[config.mk]
export PLATFORM = sky130hd
export DESIGN_NAME = spi_bus_scheduler
export DESIGN_NICKNAME = d
export VERILOG_FILES = /design/src/rtl/spi_sched_pkg.sv /design/src/rtl/spi_bus_scheduler_rr_arbiter.sv /design/src/rtl/spi_bus_scheduler.sv
export SDC_FILE = /design/constraint.sdc
export NUM_CORES = 1
export LEC_CHECK = 0
export ABC_AREA = 1
export ABC_CLOCK_PERIOD_IN_PS = 2300
export CAP_MARGIN = 30
export CORE_AREA = 2 2 77 79
export DETAILED_ROUTE_END_ITERATION = 8
export DIE_AREA = 0 0 79 81
export PLACE_DENSITY = 0.79
export SLEW_MARGIN = 5
export SYNTH_ARGS = -nofsm -noshare
export SYNTH_HDL_FRONTEND = slang
export SYNTH_SLANG_ARGS = --single-unit
[constraint.sdc]
create_clock -name clk -period 2.3 [get_ports clk]
set_clock_uncertainty 0.2 [all_clocks]
set_input_delay 0.345 -clock clk [delete_from_list [all_inputs] [get_ports clk]]
set_output_delay 0.345 -clock clk [all_outputs]
set_load 0.005 [all_outputs]
[src/rtl/spi_sched_pkg.sv]
// ---------------------------------------------------------------------------
// spi_sched_pkg
// Shared types and constants for the SPI bus scheduler.
//   state_e : scheduler FSM state encoding (3 bits)
//   N       : number of requesters sharing the SPI master
//   BYTE_W  : width of one SPI transfer
//   SEL_W   : width of the per-requester clock-divider select
// ---------------------------------------------------------------------------
package spi_sched_pkg;

    localparam int N      = 4;
    localparam int BYTE_W = 8;
    localparam int SEL_W  = 3;

    typedef enum logic [2:0] {
        ST_IDLE      = 3'd0,
        ST_LAUNCH    = 3'd1,
        ST_WAIT_BUSY = 3'd2,
        ST_WAIT_DONE = 3'd3,
        ST_COMPLETE  = 3'd4,
        ST_RELEASE   = 3'd5
    } state_e;

endpackage

[src/rtl/spi_bus_scheduler_rr_arbiter.sv]
// ---------------------------------------------------------------------------
// rr_arbiter
// Combinational 4-way round-robin picker. The search starts at 'ptr' and
// walks upward with 2-bit wrap-around; the first active request wins.
//   req        in  4  request levels
//   ptr        in  2  index with highest priority this round
//   gnt_onehot out 4  one-hot winner (all zero when req is zero)
//   idx        out 2  binary index of the winner (ptr when nobody requests)
// ---------------------------------------------------------------------------
module rr_arbiter
    import spi_sched_pkg::*;
(
    input  logic [N-1:0] req,
    input  logic [1:0]   ptr,
    output logic [N-1:0] gnt_onehot,
    output logic [1:0]   idx
);

    logic [1:0] cand;
    logic       found;

    // Walk the requesters in priority order starting at ptr; the 2-bit
    // candidate index wraps from 3 back to 0 on its own.
    always_comb begin
        gnt_onehot = '0;
        idx        = ptr;
        cand       = ptr;
        found      = 1'b0;
        for (int k = 0; k < N; k++) begin
            cand = ptr + 2'(k);
            if (!found && req[cand]) begin
                found            = 1'b1;
                idx              = cand;
                gnt_onehot[cand] = 1'b1;
            end
        end
    end

endmodule

[src/rtl/spi_bus_scheduler.sv]
// ---------------------------------------------------------------------------
// spi_bus_scheduler
// Shares one SPI master among four requesters. Arbitrates round-robin,
// holds the grant across multi-byte bursts, launches each byte on the
// master with the owner's address / polarity / divider select, and returns
// the received byte. A start that the master never acknowledges with busy
// is abandoned after TIMEOUT cycles and reported on err.
//
// Ports
//   clk, rst          clock, synchronous active-high reset
//   req[4]            per-requester request level
//   tx_data[32]       per-requester TX byte, requester i uses [8i+7:8i]
//   last[4]           per-requester "this byte ends the burst"
//   gnt[4]            one-hot grant
//   ack[4]            pulse: owner's tx_data/last were sampled
//   rx_valid, rx_data pulse + received byte for the owner
//   err               pulse: master never raised busy
//   m_start, m_tx, m_addr, m_cpol, m_clk_sel   master control outputs
//   m_busy, m_rx      master status / received byte
// ---------------------------------------------------------------------------
module spi_bus_scheduler #(
    parameter int              N           = 4,
    parameter logic [3*N-1:0]  CLK_SEL_VEC = 12'h000,
    parameter logic [N-1:0]    CPOL_VEC    = 4'b0000,
    parameter int              TIMEOUT     = 16
) (
    input  logic           clk,
    input  logic           rst,
    input  logic [N-1:0]   req,
    input  logic [8*N-1:0] tx_data,
    input  logic [N-1:0]   last,
    output logic [N-1:0]   gnt,
    output logic [N-1:0]   ack,
    output logic           rx_valid,
    output logic [7:0]     rx_data,
    output logic           err,
    output logic           m_start,
    output logic [7:0]     m_tx,
    output logic [3:0]     m_addr,
    output logic           m_cpol,
    output logic [2:0]     m_clk_sel,
    input  logic           m_busy,
    input  logic [7:0]     m_rx
);

    import spi_sched_pkg::*;

    localparam int CNT_W = $clog2(TIMEOUT + 1);

    state_e            state_q, state_d;
    logic [N-1:0]      gnt_q, gnt_d;
    logic [N-1:0]      ack_q, ack_d;
    logic              rx_valid_q, rx_valid_d;
    logic [BYTE_W-1:0] rx_data_q, rx_data_d;
    logic              err_q, err_d;
    logic              m_start_q, m_start_d;
    logic [BYTE_W-1:0] m_tx_q, m_tx_d;
    logic [3:0]        m_addr_q, m_addr_d;
    logic              m_cpol_q, m_cpol_d;
    logic [SEL_W-1:0]  m_clk_sel_q, m_clk_sel_d;
    logic [1:0]        ptr_q, ptr_d;
    logic [1:0]        owner_q, owner_d;
    logic              last_q, last_d;
    logic [CNT_W-1:0]  cnt_q, cnt_d;

    logic [N-1:0]      arb_gnt;
    logic [1:0]        arb_idx;

    rr_arbiter u_arb (
        .req        (req),
        .ptr        (ptr_q),
        .gnt_onehot (arb_gnt),
        .idx        (arb_idx)
    );

    // Next-state and datapath logic. Pulses (ack, m_start, rx_valid, err)
    // default low so each lasts exactly one cycle. The master control
    // outputs only change in LAUNCH, so they stay stable for the whole byte.
    always_comb begin
        state_d     = state_q;
        gnt_d       = gnt_q;
        ack_d       = '0;
        rx_valid_d  = 1'b0;
        rx_data_d   = rx_data_q;
        err_d       = 1'b0;
        m_start_d   = 1'b0;
        m_tx_d      = m_tx_q;
        m_addr_d    = m_addr_q;
        m_cpol_d    = m_cpol_q;
        m_clk_sel_d = m_clk_sel_q;
        ptr_d       = ptr_q;
        owner_d     = owner_q;
        last_d      = last_q;
        cnt_d       = cnt_q;

        case (state_q)
            ST_IDLE: begin
                if (|req) begin
                    gnt_d   = arb_gnt;
                    owner_d = arb_idx;
                    state_d = ST_LAUNCH;
                end
            end

            ST_LAUNCH: begin
                m_start_d   = 1'b1;
                ack_d       = gnt_q;
                m_tx_d      = tx_data[BYTE_W*int'(owner_q) +: BYTE_W];
                m_addr_d    = {2'b00, owner_q};
                m_cpol_d    = CPOL_VEC[owner_q];
                m_clk_sel_d = CLK_SEL_VEC[SEL_W*int'(owner_q) +: SEL_W];
                last_d      = last[owner_q];
                cnt_d       = '0;
                state_d     = ST_WAIT_BUSY;
            end

            // Counter value k means k+1 cycles have been spent here, so
            // err fires after exactly TIMEOUT cycles without busy.
            ST_WAIT_BUSY: begin
                if (m_busy) begin
                    state_d = ST_WAIT_DONE;
                end else if (cnt_q == CNT_W'(TIMEOUT - 1)) begin
                    err_d   = 1'b1;
                    state_d = ST_RELEASE;
                end else begin
                    cnt_d = cnt_q + CNT_W'(1);
                end
            end

            ST_WAIT_DONE: begin
                if (!m_busy) begin
                    rx_data_d  = m_rx;
                    rx_valid_d = 1'b1;
                    state_d    = ST_COMPLETE;
                end
            end

            // Only the owner's request is looked at mid-burst.
            ST_COMPLETE: begin
                if (last_q || !req[owner_q]) begin
                    state_d = ST_RELEASE;
                end else begin
                    state_d = ST_LAUNCH;
                end
            end

            ST_RELEASE: begin
                gnt_d   = '0;
                ptr_d   = owner_q + 2'd1;
                state_d = ST_IDLE;
            end

            default: begin
                state_d = ST_IDLE;
            end
        endcase
    end

    // State and output registers; reset wins in every state.
    always_ff @(posedge clk) begin
        if (rst) begin
            state_q     <= ST_IDLE;
            gnt_q       <= '0;
            ack_q       <= '0;
            rx_valid_q  <= 1'b0;
            rx_data_q   <= '0;
            err_q       <= 1'b0;
            m_start_q   <= 1'b0;
            m_tx_q      <= '0;
            m_addr_q    <= '0;
            m_cpol_q    <= 1'b0;
            m_clk_sel_q <= '0;
            ptr_q       <= '0;
            owner_q     <= '0;
            last_q      <= 1'b0;
            cnt_q       <= '0;
        end else begin
            state_q     <= state_d;
            gnt_q       <= gnt_d;
            ack_q       <= ack_d;
            rx_valid_q  <= rx_valid_d;
            rx_data_q   <= rx_data_d;
            err_q       <= err_d;
            m_start_q   <= m_start_d;
            m_tx_q      <= m_tx_d;
            m_addr_q    <= m_addr_d;
            m_cpol_q    <= m_cpol_d;
            m_clk_sel_q <= m_clk_sel_d;
            ptr_q       <= ptr_d;
            owner_q     <= owner_d;
            last_q      <= last_d;
            cnt_q       <= cnt_d;
        end
    end

    assign gnt       = gnt_q;
    assign ack       = ack_q;
    assign rx_valid  = rx_valid_q;
    assign rx_data   = rx_data_q;
    assign err       = err_q;
    assign m_start   = m_start_q;
    assign m_tx      = m_tx_q;
    assign m_addr    = m_addr_q;
    assign m_cpol    = m_cpol_q;
    assign m_clk_sel = m_clk_sel_q;

endmodule

# == Yosys cells after proc, flatten, opt, wreduce, memory -nomap -nowiden ==
# Cells that the tools add are included.
# op_classes
n_reduce_logical,24
muxes,46
shifts,2
magnitude_cmp,9
n_addsub,5
n_bitwise,7
mul,1
eq_ne,11
# ops
cell,n
$shiftx A32 B6 Y8,1
$mux W4,5
$mux W1,17
$lt A2 B3 Y1 const B,5
$mux W3,5
$pmux W3 S5,1
$bmux W1 S2,7
$or A4 B4 Y4,3
$shiftx A12 B5 Y3 const A,1
$mux W5,2
$pmux W5 S2,1
$demux W1 S2,4
$ge A2 B1 Y1 const B,4
$ne A2 B2 Y1 const B,4
$pmux W4 S2,1
$logic_and A1 B1 Y1,7
$eq A3 B2 Y1 const B,2
$eq A3 B3 Y1 const B,2
$mux W2,3
$reduce_and A2 Y1,3
$reduce_and A3 Y1,2
$add A5 B1 Y5 const B,1
$eq A5 B4 Y1 const B,1
$add A2 B1 Y2 const B,2
12 further kinds,21
# totals
regBits,46
wordCells,120
inputBits,51

# == Longest topological paths before layout ==
# Gate-level depths: netlist (run 1).
# depth
ltp_word,14
depth_mapped,13
mapped_depth_nobuf,12

# == By module ==
# Synthesis (run 1) repeated with hierarchy kept, for this count alone.
# hier_totals
cells_unflattened,361
area_unflattened_um2,2429.8
# by_module_without_submodules
module,instances,seq_area_each_um2,cells_each,area_per_inst_um2
spi_bus_scheduler,1,840.8,279,1998.2
rr_arbiter,1,0.0,82,431.7

# == Worst setup path after synthesis (run 1) ==
# Ideal clock, no wire load.
# synth_path
path_kind,reg2reg
from,register ptr_q[1]
to,register owner_q[0]
synth_period_minus_slack_ns,1.921
path_buffers,0
path_stages_with_launch,13
slack_ns,0.379
required_time_ns,1.987
t_arrival_ns,1.608
setup_ns,0.113
path_cell_list,dfxtp_1 inv_2 ha_1 inv_1 nand3_1 nand2_1 nand2_4 inv_4 nand2_2 nand3_1 nand2_1 o21ai_1 inv_1
# synth_between
elab_chain_cells,12
word_cells_on_any_way,23
cone_classes,add/sub (3); mux (14); reduce/logical (6)
# synth_rtl
item,line_no,rtl
start: declaration,spi_bus_scheduler.sv:61,"logic [1:0] ptr_q, ptr_d;"
start signal: assignment,spi_bus_scheduler.sv:189,ptr_q <= ptr_d;
branches (longest 11 deep; another with $add A2 B1 Y2),-,
$mux W2 (*),spi_bus_scheduler_rr_arbiter.sv:31,if (!found && req[cand]) begin
end signal: assignment,spi_bus_scheduler.sv:190,owner_q <= owner_d;
end: declaration,spi_bus_scheduler.sv:62,"logic [1:0] owner_q, owner_d;"
# Every way passes the cells marked *. The select of a mux whose other input is x is not followed.
# A chain may end at the register's enable or synchronous reset.

# == Worst setup path after layout (run 1) ==
# layout_path
from,register ptr_q[0]
to,register owner_q[0]
# Same word-level chain as after synthesis.

==> flow_summary_export.csv, run 1 <==
group,metric,value,unit
min_path,holdPathEnd,"ack[1]",
die,die_y,81,µm
die,fp.dieArea,6400,µm²
clock_tree,root_buffer,"clkbuf_8",
die,placementRows,28,
timing,finalHoldViolations,0,
timing,tightestPinTransition,0.609,ns
clock_tree,cts_hold_buf,0,
clock_tree,path_clk_slew,0.08,ns
critical_path,critPathMaxStageDelay,0.41,ns
min_path,hp-start,"gnt[1]",
critical_path,endpoint_kind,"flip-flop",
placed_design,dp_hpwl,4.92,mm
clock_tree,cts_tree,"done",
timing,hold-worst-slack,0.247,ns
critical_path,path_cells,"inv_6 -> ha_1 -> inv_1 -> nand3_1 -> nand2_1 -> nor2_4 -> nand2_2 -> nand3_1 -> nand2_1 -> o21ai_1 -> inv_1",
detailed_routing,drc,0,
clock_tree,insertion_delay,0.29,ns
detailed_routing,antenna_left,0,
detailed_routing,drtIter0Drc,163,
timing,finalCriticalPeriod,1.94,ns
layout,nets,489,
global_route,grt_max_degree,23,
die,start_util,42.8,%
placed_design,gp_congestion,0.814,
layout,fill_cells,519,
power,clkPwrFrac,27.7,%
yosys,netlist_instances,350,
timing,rsz0062_at_grt,"no",
global_route,gr-usage-all-layers,20.5,%
layout,seq_area,841,µm²
layout,area_delta_synth_final,39.4,%
yosys,synth.distinct_cells,30,
critical_path,crit_type,"flip-flop to flip-flop",
layout,fin_util,59.7,%
critical_path,reg2reg_depth,11,
power,p_comb_share,31.3,%
power,p_seq_share,41.1,%
critical_path,r2r_setup_slack,0.36,ns
power,power.share.switching,31.2,%
global_route,grt_pass1_vias,2494,
layout,antenna_cells,0,
placed_design,dpl_cell_area,3280,µm²
global_route,gr-total-overflow,0,
die,dieWidth,79,µm
yosys,netlist_area,2430,µm²
yosys,ys.warnings.count,0,
detailed_routing,wirelength,6.27,mm
yosys,ys_seq_area_share,34.6,%
placed_design,port_buffers,79,
timing,maxSlewHeadroom,59.3,%
detailed_routing,wl_per_cell,12.4,µm
layout,layout_commonest_cell,"clkdlybuf4s50_1",
layout,multi_input_area,1360,µm²
layout,design_area,3390,µm²
min_path,hold_path.class,"flip-flop to flip-flop",
critical_path,path_max_fanout,8,
timing,setup-tns-final,0,ns
clock_tree,cts.sinks,42,
layout,drive_gt1_share,10.9,%
run_status,status,"complete, no violations",
global_route,grt_pass1_wl,10.7,mm
critical_path,worstReg2RegEnd,"owner_q[0]",
yosys,avgSynthCellArea,6.94,µm²
critical_path,critPathLaunchType,"flip-flop",
die,core,5680,µm²
min_path,hold_depth,2,
yosys,synth-seq-cells,42,
timing,clock.fmax,516,MHz
power,ir_drop,0.000277,V
power,power_switching,0.636,mW
clock_tree,cts.path.max_buffers,2,
critical_path,arrival,1.93,ns
detailed_routing,vias_per_cell,5.02,
clock_tree,htreeDepth,2,
critical_path,critPathRequiredTime,2.29,ns
detailed_routing,detail_route.first_pass.iterations,6,
power,intPower,1.40,mW
detailed_routing,vias,2535,
power,cellPowerDensity,601,nW/µm²
die,io_pins,86,
layout,final_cell_mix,"79 x clkdlybuf4s50_1, 56 x nand2_1, 48 x nor2_1",
global_route,antenna_found_initial,0,
timing,fin_crit_sh,84.3,%
critical_path,slowest_stage,"dfxtp_1",
run,drv_cap,0,
power,leakagePower,1.42,nW
clock_tree,cts_buffers,5,
timing,setup_violations,0,
timing,slew_violations,0,
critical_path,r2r-start,"ptr_q[0]",
per-stage QoR:
stage | setup WS [ns] | std cells | total power, mW
6_report | 0.362 | 505 | 2.04
5_1_grt | 0.191 | 505 | 2.16
4_1_cts | 0.154 | 505 | 2.05
3_5_place_dp | 0.126 | 497 | 1.49
3_3_place_gp | 0.224 | 497 | 1.48
2_1_floorplan | 0.379 | 355 | 1.23
worst max path at each step:
stage               start          to  slack, ns  cells past startpoint
6_report         ptr_q[0]  owner_q[0]       0.36                     11
5_1_grt          ptr_q[0]  owner_q[0]       0.19                     11
4_1_cts        state_q[0]   m_addr[0]       0.15                      6
3_5_place_dp          rst   m_addr[0]       0.13                      4
3_3_place_gp          rst   m_addr[0]       0.22                      4
2_1_floorplan    ptr_q[1]  owner_q[0]       0.38                     12
final cells by class:
type / count / share of cell area (%)
Clock buffer: 5 / 2.03
Clock inverter: 3 / 1.18
Inverter: 38 / 4.43
Multi-Input combinational cell: 257 / 40.1
Sequential cell: 42 / 24.8
Tap cell: 75 / 2.77
Timing Repair Buffer: 85 / 24.7
worst max-delay path: cells and delay by family, from the launching register on:
kind            cells  cell delay (ns)
buf+inv             3             0.21
fa+ha+maj           1             0.35
simple gates        6             0.55
compound gates      1             0.11
flops               1             0.41
synthesized netlist by cell type, drive strengths merged:
cell type,number,share of area [%]
a211oi,2,1.0
a21oi,18,4.3
a31oi,3,0.77
buf,9,2.8
clkbuf,9,1.4
clkinv,1,0.15
conb,1,0.15
dfxtp,42,35
ha,9,4.6
inv,37,6.0
nand2,68,13
nand3,51,12
nor2,51,8.5
nor3,6,1.7
o21ai,34,7.0
o22ai,8,2.1
o31ai,1,0.31
kinds of logic after synthesis:
group           count (synthesis)  share of synthesized area [%]
buf+inv                        56                           10.4
other cells                     1                          0.154
fa+ha+maj                       9                           4.63
flops                          42                           34.6
simple gates                  176                           34.7
compound gates                 66                           15.5
per-layer routing:
| layer | vias up | track usage [%] | share of wire [%] |
|---|---|---|---|
| met4 | 0 | 7.07 | 1.3 |
| met5 | - | 0 | 0 |
| met2 | 87 | 39.1 | 50 |
| li1 | 1297 | - | - |
| met3 | 7 | 2.78 | 5.6 |
| met1 | 1144 | 23.4 | 43 |
power groups by stage:
stage | combinational (mW) | clock, mW | sequential (mW)
2_1_floorplan | 0.375 | 0 | 0.853
3_3_place_gp | 0.626 | 0 | 0.851
3_5_place_dp | 0.637 | 0 | 0.852
4_1_cts | 0.639 | 0.575 | 0.836
5_1_grt | 0.710 | 0.609 | 0.843
6_report | 0.636 | 0.563 | 0.836
registers in the layout (all words and copies together), names as in the netlist:
signal,flops
state_q,3
rx_data,8
m_addr,2
owner_q,2
rx_valid,1
ack,4
last_q,1
cnt_q,5
gnt,4
ptr_q,2
m_tx,8
err,1
m_start,1
what timing repair did:
item,CTS,global route
buffers inserted,0,0
setup endpoints to repair,0,6
gates resized for setup,0,1
Power figures use the tool's default switching activity.
==> run 2, diff against run 1 <==
ABC_CLOCK_PERIOD_IN_PS = 1600   (was 2300)
CORE_AREA = 2 2 80 82   (was 2 2 77 79)
DIE_AREA = 0 0 82 84   (was 0 0 79 81)
PLACE_DENSITY = 0.77   (was 0.79)
clock period = 1.6 ns   (was 2.3 ns; I/O delays follow)
==> run 2 against run 1 <==
  * The flow now finishes with violations (setup timing)
  * Global-route usage down 0.81 points
  * Count of clock-buffer cells in the layout up 2
  * Critical path depth down 1
  * Fmax up 10%
  * Non-clock buffer count up 27
  * Power up 47%
  * Core utilization up 3.5 points
  * Sequential power up 45%
  * Highest routed layer unchanged
==> flow_summary_export.csv, run 2 (synthesized netlist as in run 1, its figures left out) <==
group,metric,value,unit
timing,rsz0062_at_grt,"yes",
detailed_routing,antenna_left,0,
power,cellPowerDensity,777,nW/µm²
global_route,grt_pass1_vias,2565,
global_route,gr-total-overflow,0,
critical_path,path_cells,"inv_8 -> ha_4 -> inv_4 -> nand3_2 -> nand2_2 -> nor2_4 -> nand3_1 -> nand3_1 -> nand2_1 -> a21oi_2",
global_route,grt_max_degree,23,
timing,setup_violations,11,
placed_design,dpl_cell_area,3550,µm²
critical_path,crit_buf_inv,2,
timing,finalCriticalPeriod,1.76,ns
clock_tree,cts_buffers,5,
power,ir_drop,0.000416,V
detailed_routing,drc,0,
critical_path,crit_top_cell,"nand3_1",
power,leakagePower,1.89,nW
layout,layout_commonest_cell,"clkdlybuf4s50_1",
critical_path,arrival,1.78,ns
layout,seq_area,860,µm²
layout,design_area,3850,µm²
die,die_y,84,µm
die,placementRows,29,
global_route,gr-usage-all-layers,19.7,%
critical_path,critPathRequiredTime,1.62,ns
clock_tree,cts_tree,"done",
die,dieWidth,82,µm
layout,multi_input_area,1520,µm²
detailed_routing,vias_per_cell,5.09,
detailed_routing,vias,2719,
die,fp.dieArea,6890,µm²
layout,fill_cells,548,
timing,hold-worst-slack,0.246,ns
run,drv_cap,0,
run_status,status,"finished, violations left",
die,io_pins,86,
critical_path,critical_path_depth,10,
layout,drive_gt1_share,26.9,%
critical_path,critPathLaunchType,"flip-flop",
detailed_routing,detail_route.first_pass.iterations,6,
global_route,grt_pass1_wl,10.8,mm
critical_path,path_delay_family,"simple AND/OR/NAND/NOR gates",
critical_path,path_max_fanout,5,
die,start_util,39.9,%
timing,timing.final.ws_setup,-0.159,ns
clock_tree,insertion_delay,0.29,ns
critical_path,crit_type,"flip-flop to flip-flop",
critical_path,reg2reg_depth,10,
critical_path,critPathMaxStageDelay,0.39,ns
detailed_routing,drtIter0Drc,86,
layout,final_cell_mix,"57 x clkdlybuf4s50_1, 48 x nand2_1, 45 x nor2_1",
clock_tree,cts_hold_buf,0,
critical_path,endpoint_kind,"flip-flop",
timing,fin_crit_sh,110,%
clock_tree,htreeDepth,2,
timing,slew_violations,0,
timing,finalHoldViolations,0,
min_path,hold_depth,2,
clock_tree,root_buffer,"clkbuf_8",
placed_design,dp_hpwl,5.13,mm
detailed_routing,wirelength,6.83,mm
layout,area_delta_synth_final,58.4,%
critical_path,slowest_stage,"dfxtp_4",
global_route,antenna_found_initial,0,
clock_tree,cts.path.max_buffers,2,
placed_design,port_buffers,79,
clock_tree,cts.sinks,42,
run_status,violations,"setup timing",
detailed_routing,wl_per_cell,12.8,µm
layout,antenna_cells,0,
placed_design,gp_congestion,0.835,
die,core,6100,µm²
layout,fin_util,63.2,%
min_path,hold_path.class,"flip-flop to flip-flop",
timing,clock.fmax,568,MHz
layout,nets,516,
clock_tree,path_clk_slew,0.07,ns
[run 2: repair_timing]
item / CTS / global route
pin swaps: 2 / 12
gates resized for setup: 25 / 46
setup buffers: 0 / 2
setup endpoints to repair: 22 / 40
[run 2: per-layer routing]
metal	wire [µm]	share of wire, %	up-vias	track usage, %
li1	-	-	1351	-
met1	2790	41	1269	21.6
met2	3530	52	83	36.7
met3	340	5.0	16	3.90
met4	174	2.5	0	6.21
met5	0	0	-	0
[run 2: per-stage QoR]
step | total power, mW | setup slack, ns | std cells | setup TNS [ns]
final | 2.99 | -0.159 | 534 | -0.745
after floorplan | 1.78 | -0.120 | 355 | -0.398
after global placement | 2.23 | -0.287 | 524 | -2.59
after detailed placement | 2.26 | -0.379 | 524 | -3.56
after global routing | 3.18 | -0.212 | 534 | -1.64
after CTS | 2.97 | -0.0636 | 532 | -0.286
[run 2: layout make-up]
| class | count | area share (%) |
|---|---|---|
| clock buffer | 7 | 2.24 |
| clock inverter | 1 | 0.130 |
| sequential | 42 | 22.3 |
| multi-input combinational | 257 | 39.6 |
| inverter | 38 | 4.32 |
| timing repair buffer | 112 | 28.9 |
| tap | 77 | 2.50 |
[run 2: worst min-delay path: stages, from the launching register on]
cell and delay, ns:
dfxtp_2 0.33, inv_1 0.05, nor2_1 0.03
[run 2: report_power, final]
part	switching [mW]	internal, mW	leakage (nW)
Clock	0.342	0.348	0.0482
Combinational	0.566	0.520	1.49
Sequential	0.0673	1.15	0.348
Total	0.975	2.02	1.89
[run 2: final timing paths]
path | start | endpoint | slack (ns)
max reg2reg | ptr_q[0] | gnt[3] | -0.16
min reg2reg | gnt[3] | ack[3] | 0.25
max | ptr_q[0] | gnt[3] | -0.16
min | gnt[3] | ack[3] | 0.25
==> run 3, diff against run 2 <==
CORE_AREA = 2 2 89 91   (was 2 2 80 82)
DIE_AREA = 0 0 91 93   (was 0 0 82 84)
PLACE_DENSITY = 0.64   (was 0.77)
==> run 3 against run 2 <==
  * The flow still finishes with violations (setup timing)
  * Count of clock-buffer cells in the layout unchanged
  * Combinational power about the same
  * Fmax up 4.5%
  * Die area up 23%
  * Power up 5.0%
  * Core utilization down 11 points
  * Critical path depth unchanged
  * Worst setup slack better by 0.076 ns
  * Largest power group unchanged
==> flow_summary_export.csv, run 3 (synthesized netlist as in run 1, its figures left out) <==
group,metric,value,unit
global_route,antenna_found_initial,0,
die,fp.dieArea,8460,µm²
global_route,gr-usage-all-layers,16.2,%
timing,slew_violations,0,
min_path,hold_path.class,"flip-flop to flip-flop",
run_status,violations,"setup timing",
die,placementRows,32,
placed_design,dpl_cell_area,3590,µm²
timing,rsz0062_at_grt,"yes",
global_route,grt_pass1_vias,2594,
clock_tree,root_buffer,"clkbuf_8",
clock_tree,cts.sinks,42,
layout,seq_area,865,µm²
critical_path,reg2reg_depth,10,
detailed_routing,drtIter0Drc,55,
clock_tree,cts.path.max_buffers,2,
timing,clock.fmax,594,MHz
run,drv_cap,0,
layout,area_delta_synth_final,62.0,%
layout,multi_input_area,1540,µm²
clock_tree,htreeDepth,2,
detailed_routing,vias,2637,
layout,layout_commonest_cell,"clkdlybuf4s50_1",
clock_tree,cts_buffers,5,
clock_tree,cts_tree,"done",
run_status,status,"finished, violations left",
detailed_routing,wl_per_cell,12.2,µm
timing,timing.final.ws_setup,-0.0832,ns
timing,setup_violations,9,
detailed_routing,antenna_left,0,
min_path,hp-start,"gnt[0]",
critical_path,critPathRequiredTime,1.63,ns
critical_path,path_max_fanout,5,
layout,drive_gt1_share,29.2,%
critical_path,endpoint_kind,"flip-flop",
clock_tree,insertion_delay,0.29,ns
critical_path,crit_type,"flip-flop to flip-flop",
die,io_pins,86,
detailed_routing,wl_met2,3.42,mm
layout,antenna_cells,0,
placed_design,dp_hpwl,5.23,mm
die,start_util,32.3,%
detailed_routing,dr.max_layer_used,"met4",
global_route,gr-total-overflow,0,
layout,fill_cells,759,
critical_path,arrival,1.72,ns
critical_path,worstReg2RegEnd,"gnt[1]",
detailed_routing,drc,0,
clock_tree,cts_hold_buf,0,
critical_path,critPathLaunchType,"flip-flop",
timing,finalHoldViolations,0,
detailed_routing,wirelength,6.92,mm
layout,design_area,3940,µm²
power,p_total,3.14,mW
layout,fin_util,52.3,%
critical_path,r2r_setup_slack,-0.08,ns
critical_path,cp-startpoint,"ptr_q[0]",
die,dieWidth,91,µm
detailed_routing,vias_per_cell,4.65,
placed_design,gp_congestion,0.899,
power,ir_drop,0.000391,V
timing,fin_crit_sh,105,%
global_route,grt_max_degree,19,
clock_tree,path_clk_slew,0.08,ns
detailed_routing,wl_met3,346,µm
die,core,7530,µm²
power,leakagePower,1.85,nW
die,die_y,93,µm
timing,setup-tns-final,-0.416,ns
detailed_routing,wl_met1,3.05,mm
placed_design,port_buffers,79,
layout,final_cell_mix,"60 x clkdlybuf4s50_1, 47 x nand2_1, 45 x nor2_1",
detailed_routing,detail_route.first_pass.iterations,6,
power,cellPowerDensity,798,nW/µm²
layout,nets,524,
timing,finalCriticalPeriod,1.68,ns
critical_path,r2r-start,"ptr_q[0]",
critical_path,endpoint,"gnt[1]",
global_route,grt_pass1_wl,11.3,mm
## run 3: power breakdown
| part | leakage (nW) | switching, mW | total (mW) | internal, mW |
|---|---|---|---|---|
| clock network | 0.0524 | 0.351 | 0.817 | 0.467 |
| registers | 0.350 | 0.0690 | 1.22 | 1.15 |
| logic | 1.45 | 0.576 | 1.11 | 0.532 |
## run 3: worst min-delay path by stage
stage / endpoint / slack, ns / cells after the start
4_1_cts: ack[1] / 0.26 / 2
3_5_place_dp: ack[3] / 0.25 / 2
2_1_floorplan: cnt_q[0] / 0.11 / 1
3_3_place_gp: ack[0] / 0.25 / 2
6_report: ack[0] / 0.26 / 2
5_1_grt: ack[1] / 0.28 / 2
## run 3: layer usage
metal / vias to the layer above / global-route usage (%)
met4: 0 / 4.92
met3: 7 / 4.03
met5: - / 0
met2: 60 / 29.4
met1: 1200 / 18.7
li1: 1370 / -
## run 3: layout make-up
cell class | instances | area share, %
timing repair inverter | 2 | 0.350
clock buffer | 7 | 1.94
tap | 102 | 3.24
clock inverter | 1 | 0.763
sequential | 42 | 22.0
inverter | 38 | 4.35
timing repair buffer | 118 | 28.4
multi-input combinational | 257 | 39.0
## run 3: critical path, stage by stage, from the launching register on
cell and delay (ns):
dfxtp_4 0.38, inv_8 0.04, ha_4 0.30, inv_4 0.05, nand3_2 0.05, nand2_2 0.06, nor2_4 0.17, nand3_1 0.10
nand3_1 0.10, nand2_1 0.08, a21oi_2 0.10
## run 3: timing repair
| action | in CTS | in global routing |
|---|---|---|
| pin swaps | 4 | 17 |
| buffers inserted | 3 | 1 |
| gates resized for setup | 29 | 50 |
| setup endpoints to repair | 22 | 53 |
| endpoints found under the hold margin | 0 | 0 |
| cloned | 0 | 2 |
## run 3: through the flow
| stage | std cells | setup slack, ns | hold slack, ns |
|---|---|---|---|
| after global routing | 567 | -0.158 | 0.284 |
| after CTS | 564 | -0.0576 | 0.261 |
| after floorplan | 355 | -0.120 | 0.113 |
| final | 567 | -0.0832 | 0.258 |
| after global placement | 553 | -0.299 | 0.254 |
| after detailed placement | 553 | -0.345 | 0.253 |
